$ cat config.mk
export PLATFORM = sky130hd
export DESIGN_NAME = ysyx_25040111_mem_arbiter
export DESIGN_NICKNAME = d
export VERILOG_FILES = /design/src/rtl/ysyx_25040111_pkg.sv /design/src/rtl/ysyx_25040111_arb_timer.sv /design/src/rtl/ysyx_25040111_mem_arbiter.sv
export SDC_FILE = /design/constraint.sdc
export NUM_CORES = 1
export LEC_CHECK = 0
export CORE_AREA = 4 4 113 115
export CTS_CLUSTER_DIAMETER = 150
export DETAILED_ROUTE_END_ITERATION = 7
export DIE_AREA = 0 0 117 119
export DONT_BUFFER_PORTS = 1
export GPL_TIMING_DRIVEN = 0
export PLACE_DENSITY_LB_ADDON = 0.2
export SYNTH_ARGS = -nofsm -noshare
export SYNTH_HDL_FRONTEND = slang
export SYNTH_SLANG_ARGS = --single-unit
export TNS_END_PERCENT = 20
$ cat constraint.sdc
create_clock -name clock -period 2.36 [get_ports clock]
set_clock_uncertainty 0.1 [all_clocks]
set_input_delay 0.354 -clock clock [delete_from_list [all_inputs] [get_ports clock]]
set_output_delay 0.354 -clock clock [all_outputs]
set_load 0.05 [all_outputs]
$ cat src/rtl/ysyx_25040111_pkg.sv
// Shared types and constants for the memory arbiter slice.
package ysyx_25040111_pkg;

    typedef enum logic [1:0] {
        S_IDLE = 2'd0,
        S_REQ  = 2'd1,
        S_RSP  = 2'd2
    } arb_state_t;

    localparam logic GNT_CAH = 1'b0;
    localparam logic GNT_LSU = 1'b1;

    localparam int RSP_W = 32;

endpackage

$ cat src/rtl/ysyx_25040111_arb_timer.sv
// Response watchdog: counts idle RSP cycles, flags expiry at TIMEOUT-1.
module ysyx_25040111_arb_timer #(
    parameter int TIMEOUT = 255,
    parameter int TW      = 16
) (
    input  logic          clock,
    input  logic          reset,
    input  logic          clear,
    input  logic          inc,
    output logic [TW-1:0] count,
    output logic          expire
);

    // Clear wins over increment so a beat always restarts the window.
    always_ff @(posedge clock) begin
        if (reset || clear) begin
            count <= '0;
        end else if (inc) begin
            count <= count + TW'(1);
        end
    end

    // Expiry is a plain compare so the synthetic beat lands in the same cycle.
    always_comb begin
        expire = (count == TW'(TIMEOUT - 1));
    end

endmodule

$ cat src/rtl/ysyx_25040111_mem_arbiter.sv
// Two-master (icache refill / LSU) arbiter onto one downstream memory port.
// One transaction in flight; round-robin on ties; watchdog abort in RSP.
//
// state  | meaning
// IDLE   | no transaction; pick a master from the valids
// REQ    | drive the granted request downstream until m_req_ready
// RSP    | forward response beats to the granted master, watch for timeout
module ysyx_25040111_mem_arbiter
    import ysyx_25040111_pkg::*;
#(
    parameter int TIMEOUT = 255,
    parameter int TW      = 16
) (
    input  logic             clock,
    input  logic             reset,
    input  logic             c_valid,
    output logic             c_ready,
    input  logic [31:0]      c_addr,
    input  logic [7:0]       c_len,
    output logic             c_rvalid,
    output logic [RSP_W-1:0] c_rdata,
    output logic             c_rlast,
    output logic             c_err,
    input  logic             l_valid,
    output logic             l_ready,
    input  logic             l_write,
    input  logic [31:0]      l_addr,
    input  logic [31:0]      l_wdata,
    input  logic [3:0]       l_wstrb,
    output logic             l_rvalid,
    output logic [RSP_W-1:0] l_rdata,
    output logic             l_err,
    output logic             m_req_valid,
    input  logic             m_req_ready,
    output logic [31:0]      m_req_addr,
    output logic             m_req_write,
    output logic [31:0]      m_req_wdata,
    output logic [3:0]       m_req_wstrb,
    output logic [7:0]       m_req_len,
    input  logic             m_rsp_valid,
    input  logic [RSP_W-1:0] m_rsp_data,
    input  logic             m_rsp_last,
    input  logic             m_rsp_err
);

    arb_state_t    state;
    logic          g;
    logic          last_grant;
    logic [7:0]    beat;
    logic [7:0]    g_len;
    logic          g_write;

    logic [TW-1:0] tmr_count;
    logic          tmr_clear;
    logic          tmr_inc;
    logic          tmr_expire;

    logic          nxt_g;
    logic          accept;
    logic          rsp_beat;
    logic          timeout_beat;
    logic          at_len;
    logic          beat_done;
    logic          beat_err;

    // Decode of grant choice and response-beat conditions.
    always_comb begin
        nxt_g = GNT_CAH;
        if (c_valid && l_valid) begin
            nxt_g = ~last_grant;
        end else if (l_valid) begin
            nxt_g = GNT_LSU;
        end
        accept       = (state == S_REQ) && m_req_ready;
        rsp_beat     = (state == S_RSP) && m_rsp_valid;
        timeout_beat = (state == S_RSP) && !m_rsp_valid && tmr_expire;
        at_len       = (beat == g_len);
        // A beat closes the transaction on last or on reaching the granted
        // length; any disagreement between the two is reported as an error.
        beat_done    = m_rsp_last || at_len;
        beat_err     = m_rsp_err || (m_rsp_last != at_len);
        tmr_clear    = accept || rsp_beat;
        tmr_inc      = (state == S_RSP) && !m_rsp_valid;
    end

    ysyx_25040111_arb_timer #(
        .TIMEOUT (TIMEOUT),
        .TW      (TW)
    ) u_timer (
        .clock  (clock),
        .reset  (reset),
        .clear  (tmr_clear),
        .inc    (tmr_inc),
        .count  (tmr_count),
        .expire (tmr_expire)
    );

    // Transaction sequencer; length and direction are captured at accept
    // because masters may change their fields after the ready pulse.
    always_ff @(posedge clock) begin
        if (reset) begin
            state      <= S_IDLE;
            g          <= GNT_CAH;
            last_grant <= GNT_LSU;
            beat       <= 8'd0;
            g_len      <= 8'd0;
            g_write    <= 1'b0;
        end else begin
            case (state)
                S_IDLE: begin
                    if (c_valid || l_valid) begin
                        g          <= nxt_g;
                        last_grant <= nxt_g;
                        state      <= S_REQ;
                    end
                end
                S_REQ: begin
                    if (m_req_ready) begin
                        beat    <= 8'd0;
                        g_len   <= (g == GNT_LSU) ? 8'd0 : c_len;
                        g_write <= (g == GNT_LSU) && l_write;
                        state   <= S_RSP;
                    end
                end
                S_RSP: begin
                    if (m_rsp_valid) begin
                        beat <= beat + 8'd1;
                        if (beat_done) begin
                            state <= S_IDLE;
                        end
                    end else if (tmr_expire) begin
                        state <= S_IDLE;
                    end
                end
                default: state <= S_IDLE;
            endcase
        end
    end

    // Request mux and response steering; the non-granted side stays quiet.
    always_comb begin
        logic [RSP_W-1:0] rsp_data;
        logic             rsp_err;
        logic             rsp_last;

        c_ready     = 1'b0;
        l_ready     = 1'b0;
        c_rvalid    = 1'b0;
        c_rdata     = '0;
        c_rlast     = 1'b0;
        c_err       = 1'b0;
        l_rvalid    = 1'b0;
        l_rdata     = '0;
        l_err       = 1'b0;
        m_req_valid = 1'b0;
        m_req_addr  = 32'd0;
        m_req_write = 1'b0;
        m_req_wdata = 32'd0;
        m_req_wstrb = 4'd0;
        m_req_len   = 8'd0;
        rsp_data    = timeout_beat ? '0 : m_rsp_data;
        rsp_err     = timeout_beat || beat_err;
        rsp_last    = timeout_beat || beat_done;

        if (state == S_REQ) begin
            m_req_valid = 1'b1;
            if (g == GNT_LSU) begin
                m_req_addr  = l_addr;
                m_req_write = l_write;
                m_req_wdata = l_wdata;
                m_req_wstrb = l_wstrb;
                l_ready     = m_req_ready;
            end else begin
                m_req_addr  = c_addr;
                m_req_len   = c_len;
                c_ready     = m_req_ready;
            end
        end

        if (rsp_beat || timeout_beat) begin
            if (g == GNT_LSU) begin
                l_rvalid = 1'b1;
                l_rdata  = g_write ? '0 : rsp_data;
                l_err    = rsp_err;
            end else begin
                c_rvalid = 1'b1;
                c_rdata  = rsp_data;
                c_rlast  = rsp_last;
                c_err    = rsp_err;
            end
        end
    end

endmodule

==> flow_summary.ini, run 1 <==
[layout]
utilization_pct = 34.93
n_diodes = 0
drive_above_1_share_pct = 47.38
finalNonFillerCells = 567
final_area_mm2 = 0.004125
area_growth_from_synthesis_to_layout_pct = 36.18
finalNetCount = 572

[clocking]
tritoncts = built
clock_insertion_delay_worst_skew_ns = 0.27
htree_levels = 2
clk_pin_slew_worst_paths_ns = 0.05
cts_buffer_depth = 2
clockRootBuffer = clkbuf_16
clock-sinks = 37
cts_made_buffers = 5

[timing]
min_period_ns = 2.444
layout_setup_ws_ns = -0.08398
rsz0062_at_grt = yes
hold_viol_final = 0
maxSlewViolCount = 0
min_period_over_period_pct = 103.6
hold_slack_final_ns = 0.1001
maxClockFrequency_mhz = 409.2
max_slew_margin_pct = 41.63
worst_slew_pin_slew_ns = 0.8676
finalSetupViolCount = 2

[global_route]
grt_pass1_wl_mm = 19.07
remaining_global_route_overflow = 0
grtUsageTotal_pct = 17.76
antenna_found_initial = 0
vias_in_the_first_global_route = 3055
grt_start_max_net_pins = 12

[critical_path]
worst-setup-path-type = register to primary output
cp.depth = 6
r2r.worst_path.cells = 6
crit_end = c_err
crit_path_start = g_len[6]
timing.critical_path.max_delay_family = compound AO/OA/AOI/OAI gates
crit-reg2reg-capture = g_len[6]
path_buf_inv = 0
end_kind = primary output
crit_arrival_ns = 1.99
cp_cell_sequence = xor2_1 > nor4_2 > nand2_1 > ha_4 > o21ai_4 > a21oi_4
cell_with_the_biggest_individual_delay_on_the_critical_path = a21oi_4
worst_ep_required_time_ns = 1.91
timing.reg2reg.setup_slack_ns = 0.21
timing.critical_path.slowest_cell_delay_ns = 0.41
cp_max_fo = 2
r2r-start = state[1]
cp-start-kind = register

[logic_synthesis]
post_synth_inst_count = 406
sequential_to_total_area_share_from_yosys_stat_pct = 24.45
area_of_the_mapped_netlist_mm2 = 0.003029
synth-main-ff-cell = dfxtp_1
ys_async_sr_fraction_pct = 0
yosys.area.top_type_share_pct = 24.45
synth_seq_cells = 37
mapped_avg_cell_area_um2 = 7.461
syn-num-nets = 559
synth_edf_count = 0
yosysUniqueCellTypes = 45
synth_area_leaders = dfxtp_1 24%, and2_1 15%, mux2i_1 11%
post-synth-top-area-cell = dfxtp_1
ys_warn_count = 0

[power_and_ir_drop]
ir_drop_uv = 252.9
clockPowerShare_pct = 33.5
p_sw_w = 0.0009116
switching_share_pct = 39.76
seq_power_share_pct = 28.9
combPwrFrac_pct = 37.6
p_int_w = 0.001381
power.static_leakage_nw = 1.576
powerDensity_mw_per_mm2 = 555.8

[die]
core_area_mm2 = 0.01181
initial_standard_cell_utilization_of_the_core_pct = 25.65
die_w_um = 117
area_of_the_die_mm2 = 0.01392
io_pins = 298
rows = 40
die_h_um = 119

[placement]
setup_slack_at_placement_ns = -0.7890
portBuffers = 0
place_inst = 553
dpl_cell_area_mm2 = 0.003213
routability_congestion = 0.8566
dp.final_hpwl_mm = 10.54

[routing]
routed-via-count = 3058
first_iter_violations = 117
antenna_violating_nets_post_route = 0
post-route-drc-count = 0
routed_wire_length_per_instance_um = 22.88
route.final.wire_length_mm = 12.97
drt-vias-per-instance = 5.393
drt_pre_antenna_iters = 4

[status]
violations_in_the_final_reports = negative setup slack
outcome = finished, violations left

[hold_path]
holdCritPathClass = primary input to register

[flow_run]
cap_violations = 0
power by group through the flow:
stage | Sequential (W) | Clock, W | Combinational [W]
2_1_floorplan | 0.000665 | 0 | 0.000608
3_5_place_dp | 0.000669 | 0 | 0.000711
6_report | 0.000662 | 0.000769 | 0.000862
3_3_place_gp | 0.000669 | 0 | 0.000707
4_1_cts | 0.000663 | 0.000797 | 0.000838
5_1_grt | 0.000664 | 0.000826 | 0.000909
through the flow:
| step | total power, W | setup TNS, ns |
|---|---|---|
| after floorplan | 0.001274 | -1.808 |
| after global placement | 0.001376 | -55.29 |
| after detailed placement | 0.001380 | -61.59 |
| after CTS | 0.002297 | -0.3661 |
| after global routing | 0.002399 | -1.149 |
| final | 0.002293 | -0.1461 |
cell families after synthesis:
group,share of synthesized area (%)
AOI/OAI and AO/OA,8.799
xor gates and xnor gates,6.939
adders and majority gates,1.652
buffers and inverters,4.874
DFF,24.45
muxes,10.57
and+or+nand+nor,42.71
synth_stat cells (3+ instances only):
cell type,count
and2_1,73
nor2_1,59
and3_1,39
dfxtp_1,37
mux2i_1,32
clkbuf_1,30
nand2_1,16
xor2_1,14
xnor2_1,10
a21oi_1,8
a22o_1,8
nand4_1,7
nor3_1,7
nor4_1,7
inv_1,6
nand3_1,6
ha_1,4
a211oi_1,3
nor3b_1,3
o2111ai_1,3
what timing repair did:
item / CTS / global route
buffers inserted: 4 / 4
endpoints found under the setup margin: 157 / 148
hold endpoints to repair: 0 / 0
pin swaps: 14 / 15
gates resized for setup: 255 / 61
hold buffers: 0 / 0
cloned: 1 / 0
layout make-up:
cell class | count | area [µm²]
plain buffers | 30 | 190.2
clock buffers | 7 | 142.6
clock inverters | 1 | 30.03
fillers | 1232 | 7686
inverters | 6 | 22.52
multi-input cells | 330 | 2726
flip-flops and latches | 37 | 758.2
well taps | 147 | 183.9
repair buffers | 9 | 71.32
cell usage in the layout, fill, tap and decap left out, types with 7 or more instances in the layout:
cell	Yosys	routed
nor2_4	0	23
xor2_1	14	14
and2_4	0	60
nor2_1	59	26
buf_4	0	8
and3_2	0	24
nor2_2	0	10
clkbuf_2	0	8
dfxtp_2	0	8
nand4_1	7	7
clkbuf_1	30	9
mux2i_1	32	32
dfxtp_1	37	27
nor3_1	7	7
and2_1	73	10
and3_4	0	13
a22o_1	8	8
nand2_1	16	15
xnor2_1	10	10
worst min path at each step:
stage                start  endpoint  slack, ns  cells past startpoint
5_1_grt           c_len[5]  g_len[5]       0.10                      1
2_1_floorplan      g_write   g_write       0.33                      2
3_5_place_dp       g_write   g_write       0.36                      2
3_3_place_gp       g_write   g_write       0.35                      2
4_1_cts        m_req_ready  state[0]       0.09                      1
6_report       m_req_ready  state[0]       0.10                      1
flip-flops by register name, summed over array words and instances (netlist names):
register / count
last_grant: 1
beat: 8
state: 2
g_len: 8
u_timer.count: 16
g: 1
g_write: 1
routing by layer:
| metal | share of wire, % | global-route usage (%) |
|---|---|---|
| met4 | 1.3 | 3.584 |
| met1 | 42 | 23.98 |
| met2 | 51 | 29.37 |
| met5 | 0 | 0 |
| met3 | 5.7 | 3.303 |
Power figures use the tool's default switching activity.
==> inputs of run 2 (changes only) <==
==> constraint.sdc (replaced) <==
create_clock -name clock -period 2.3 [get_ports clock]
set_clock_uncertainty 0.1 [all_clocks]
set_input_delay 0.345 -clock clock [delete_from_list [all_inputs] [get_ports clock]]
set_output_delay 0.345 -clock clock [all_outputs]
set_load 0.05 [all_outputs]
==> run 2 against run 1 <==
Compared with the run above: the flow still finishes with violations (negative setup slack); power increased by 3.1%; non-clock buffer count increased by 4; utilization increased by 0.24 points.
==> flow_summary.ini, run 2 (synthesis gave the netlist of run 1 again) <==
[timing]
rsz0062_at_grt = yes
min_period_over_period_pct = 104.9
finalSetupViolCount = 2
layout_setup_ws_ns = -0.1128
max_slew_margin_pct = 41.31
maxClockFrequency_mhz = 414.5
hold_slack_final_ns = 0.07132
worst_slew_pin_slew_ns = 0.8722
maxSlewViolCount = 0
hold_viol_final = 0
min_period_ns = 2.413

[hold_path]
hp-start = m_req_ready
holdCritPathClass = primary input to register

[die]
initial_standard_cell_utilization_of_the_core_pct = 25.65
area_of_the_die_mm2 = 0.01392
rows = 40
die_h_um = 119
io_pins = 298
die_w_um = 117
core_area_mm2 = 0.01181

[status]
outcome = finished, violations left
violations_in_the_final_reports = negative setup slack

[clocking]
cts_buffer_depth = 2
clock_insertion_delay_worst_skew_ns = 0.28
cts_hold_buf = 0
htree_levels = 2
clk_pin_slew_worst_paths_ns = 0.06
tritoncts = built
clock-sinks = 37
clockRootBuffer = clkbuf_16
cts_made_buffers = 5

[power_and_ir_drop]
ir_drop_uv = 266.0
clockPowerShare_pct = 34.0
p_sw_w = 0.0009400
powerDensity_mw_per_mm2 = 569.1
power.static_leakage_nw = 1.585
switching_share_pct = 39.76
combPwrFrac_pct = 37.2
p_int_w = 0.001424
overall_power_w = 0.002364
seq_power_share_pct = 28.8

[global_route]
grtUsageTotal_pct = 17.78
grt_start_max_net_pins = 12
vias_in_the_first_global_route = 3068
grt_pass1_wl_mm = 19.09
remaining_global_route_overflow = 0
antenna_found_initial = 0

[critical_path]
cp_cell_sequence = xor2_1 > nor4_2 > nand2_1 > ha_4 > o21ai_4 > a21oi_4
timing.critical_path.max_delay_family = compound AO/OA/AOI/OAI gates
cp_max_fo = 2
r2r-start = state[0]
end_kind = primary output
crit_arrival_ns = 1.97
timing.critical_path.slowest_cell_delay_ns = 0.40
worst_ep_required_time_ns = 1.86
worst-setup-path-type = register to primary output
path_buf_inv = 0
crit_path_start = g_len[6]
cp-start-kind = register
cell_with_the_biggest_individual_delay_on_the_critical_path = a21oi_4

[routing]
routed-via-count = 3060
antenna_violating_nets_post_route = 0
route.final.wire_length_mm = 13.10
routed_wire_length_per_instance_um = 22.89
post-route-drc-count = 0
drt_pre_antenna_iters = 4
drt-vias-per-instance = 5.350
first_iter_violations = 135

[layout]
largest_reg_flops = 16
utilization_pct = 35.17
area_growth_from_synthesis_to_layout_pct = 37.13
drive_above_1_share_pct = 49.06
largest-register = u_timer.count
reg.largest.list = u_timer.count (16), beat (8), g_len (8)
final_common_cell = and2_4
final_cell_mix = 60 x and2_4, 32 x mux2i_1, 26 x and3_2, 26 x nor2_1, 23 x dfxtp_1
finalNetCount = 576

[placement]
routability_congestion = 0.8507
portBuffers = 0
dp.final_hpwl_mm = 10.66

[flow_run]
cap_violations = 0
[run 2: changes by cell type in the layout (fill, tap and decap cells not counted), moves of 4 or more]
cell / delta
clkbuf_8: +4
dfxtp_1: -4
dfxtp_2: +4
nor2_2: +10
nor2_4: -10
[run 2: power by group through the flow]
| stage | combinational, W | sequential (W) | clock, W |
|---|---|---|---|
| 2_1_floorplan | 0.000625 | 0.000683 | 0 |
| 3_3_place_gp | 0.000725 | 0.000686 | 0 |
| 3_5_place_dp | 0.000731 | 0.000687 | 0 |
| 4_1_cts | 0.000851 | 0.000681 | 0.000826 |
| 5_1_grt | 0.000924 | 0.000683 | 0.000850 |
| 6_report | 0.000880 | 0.000681 | 0.000804 |
[run 2: final timing paths]
kind,end,slack [ns],cells past startpoint
worst max-delay path,c_err,-0.11,6
worst min-delay path,state[0],0.07,1
worst max register to register,u_timer.count[13],0.16,6
worst min register to register,g_len[7],0.38,1
[run 2: layer usage]
layer  vias to the layer above  GRT usage [%]  part of all wire [%]
li1                       1436              -                     -
met1                      1473          23.26                    42
met2                       145          29.27                    50
met3                         6          5.285                   7.4
met4                         0          2.796                  0.78
met5                         -              0                     0
[run 2: area by class of cell]
type                       instances  area [µm²]
inverter                           6       22.52
fill                            1234        7657
clock buffer                       7       142.6
antenna                            1       2.502
buffer                            30       192.7
clock inverter                     1       30.03
multi-input combinational        330        2705
sequential                        37       763.2
tap                              147       183.9
timing repair buffer              13       111.4
[run 2: through the flow]
stage	TNS [ns]	area (µm²)	worst slack (ns)	instances
after floorplan	-1.972	3030	-0.2176	406
after global placement	-59.13	3214	-0.8072	553
after detailed placement	-64.26	3214	-0.7806	553
after CTS	-0.6451	4025	-0.1630	568
after global routing	-0.9846	4151	-0.1978	571
final	-0.2023	4154	-0.1128	572
[run 2: what timing repair did]
action | 4_1_cts | 5_1_grt
buffers inserted | 8 | 3
gates resized for setup | 260 | 50
endpoints found under the setup margin | 157 | 130
pin swaps | 17 | 29
cloned | 2 | 0
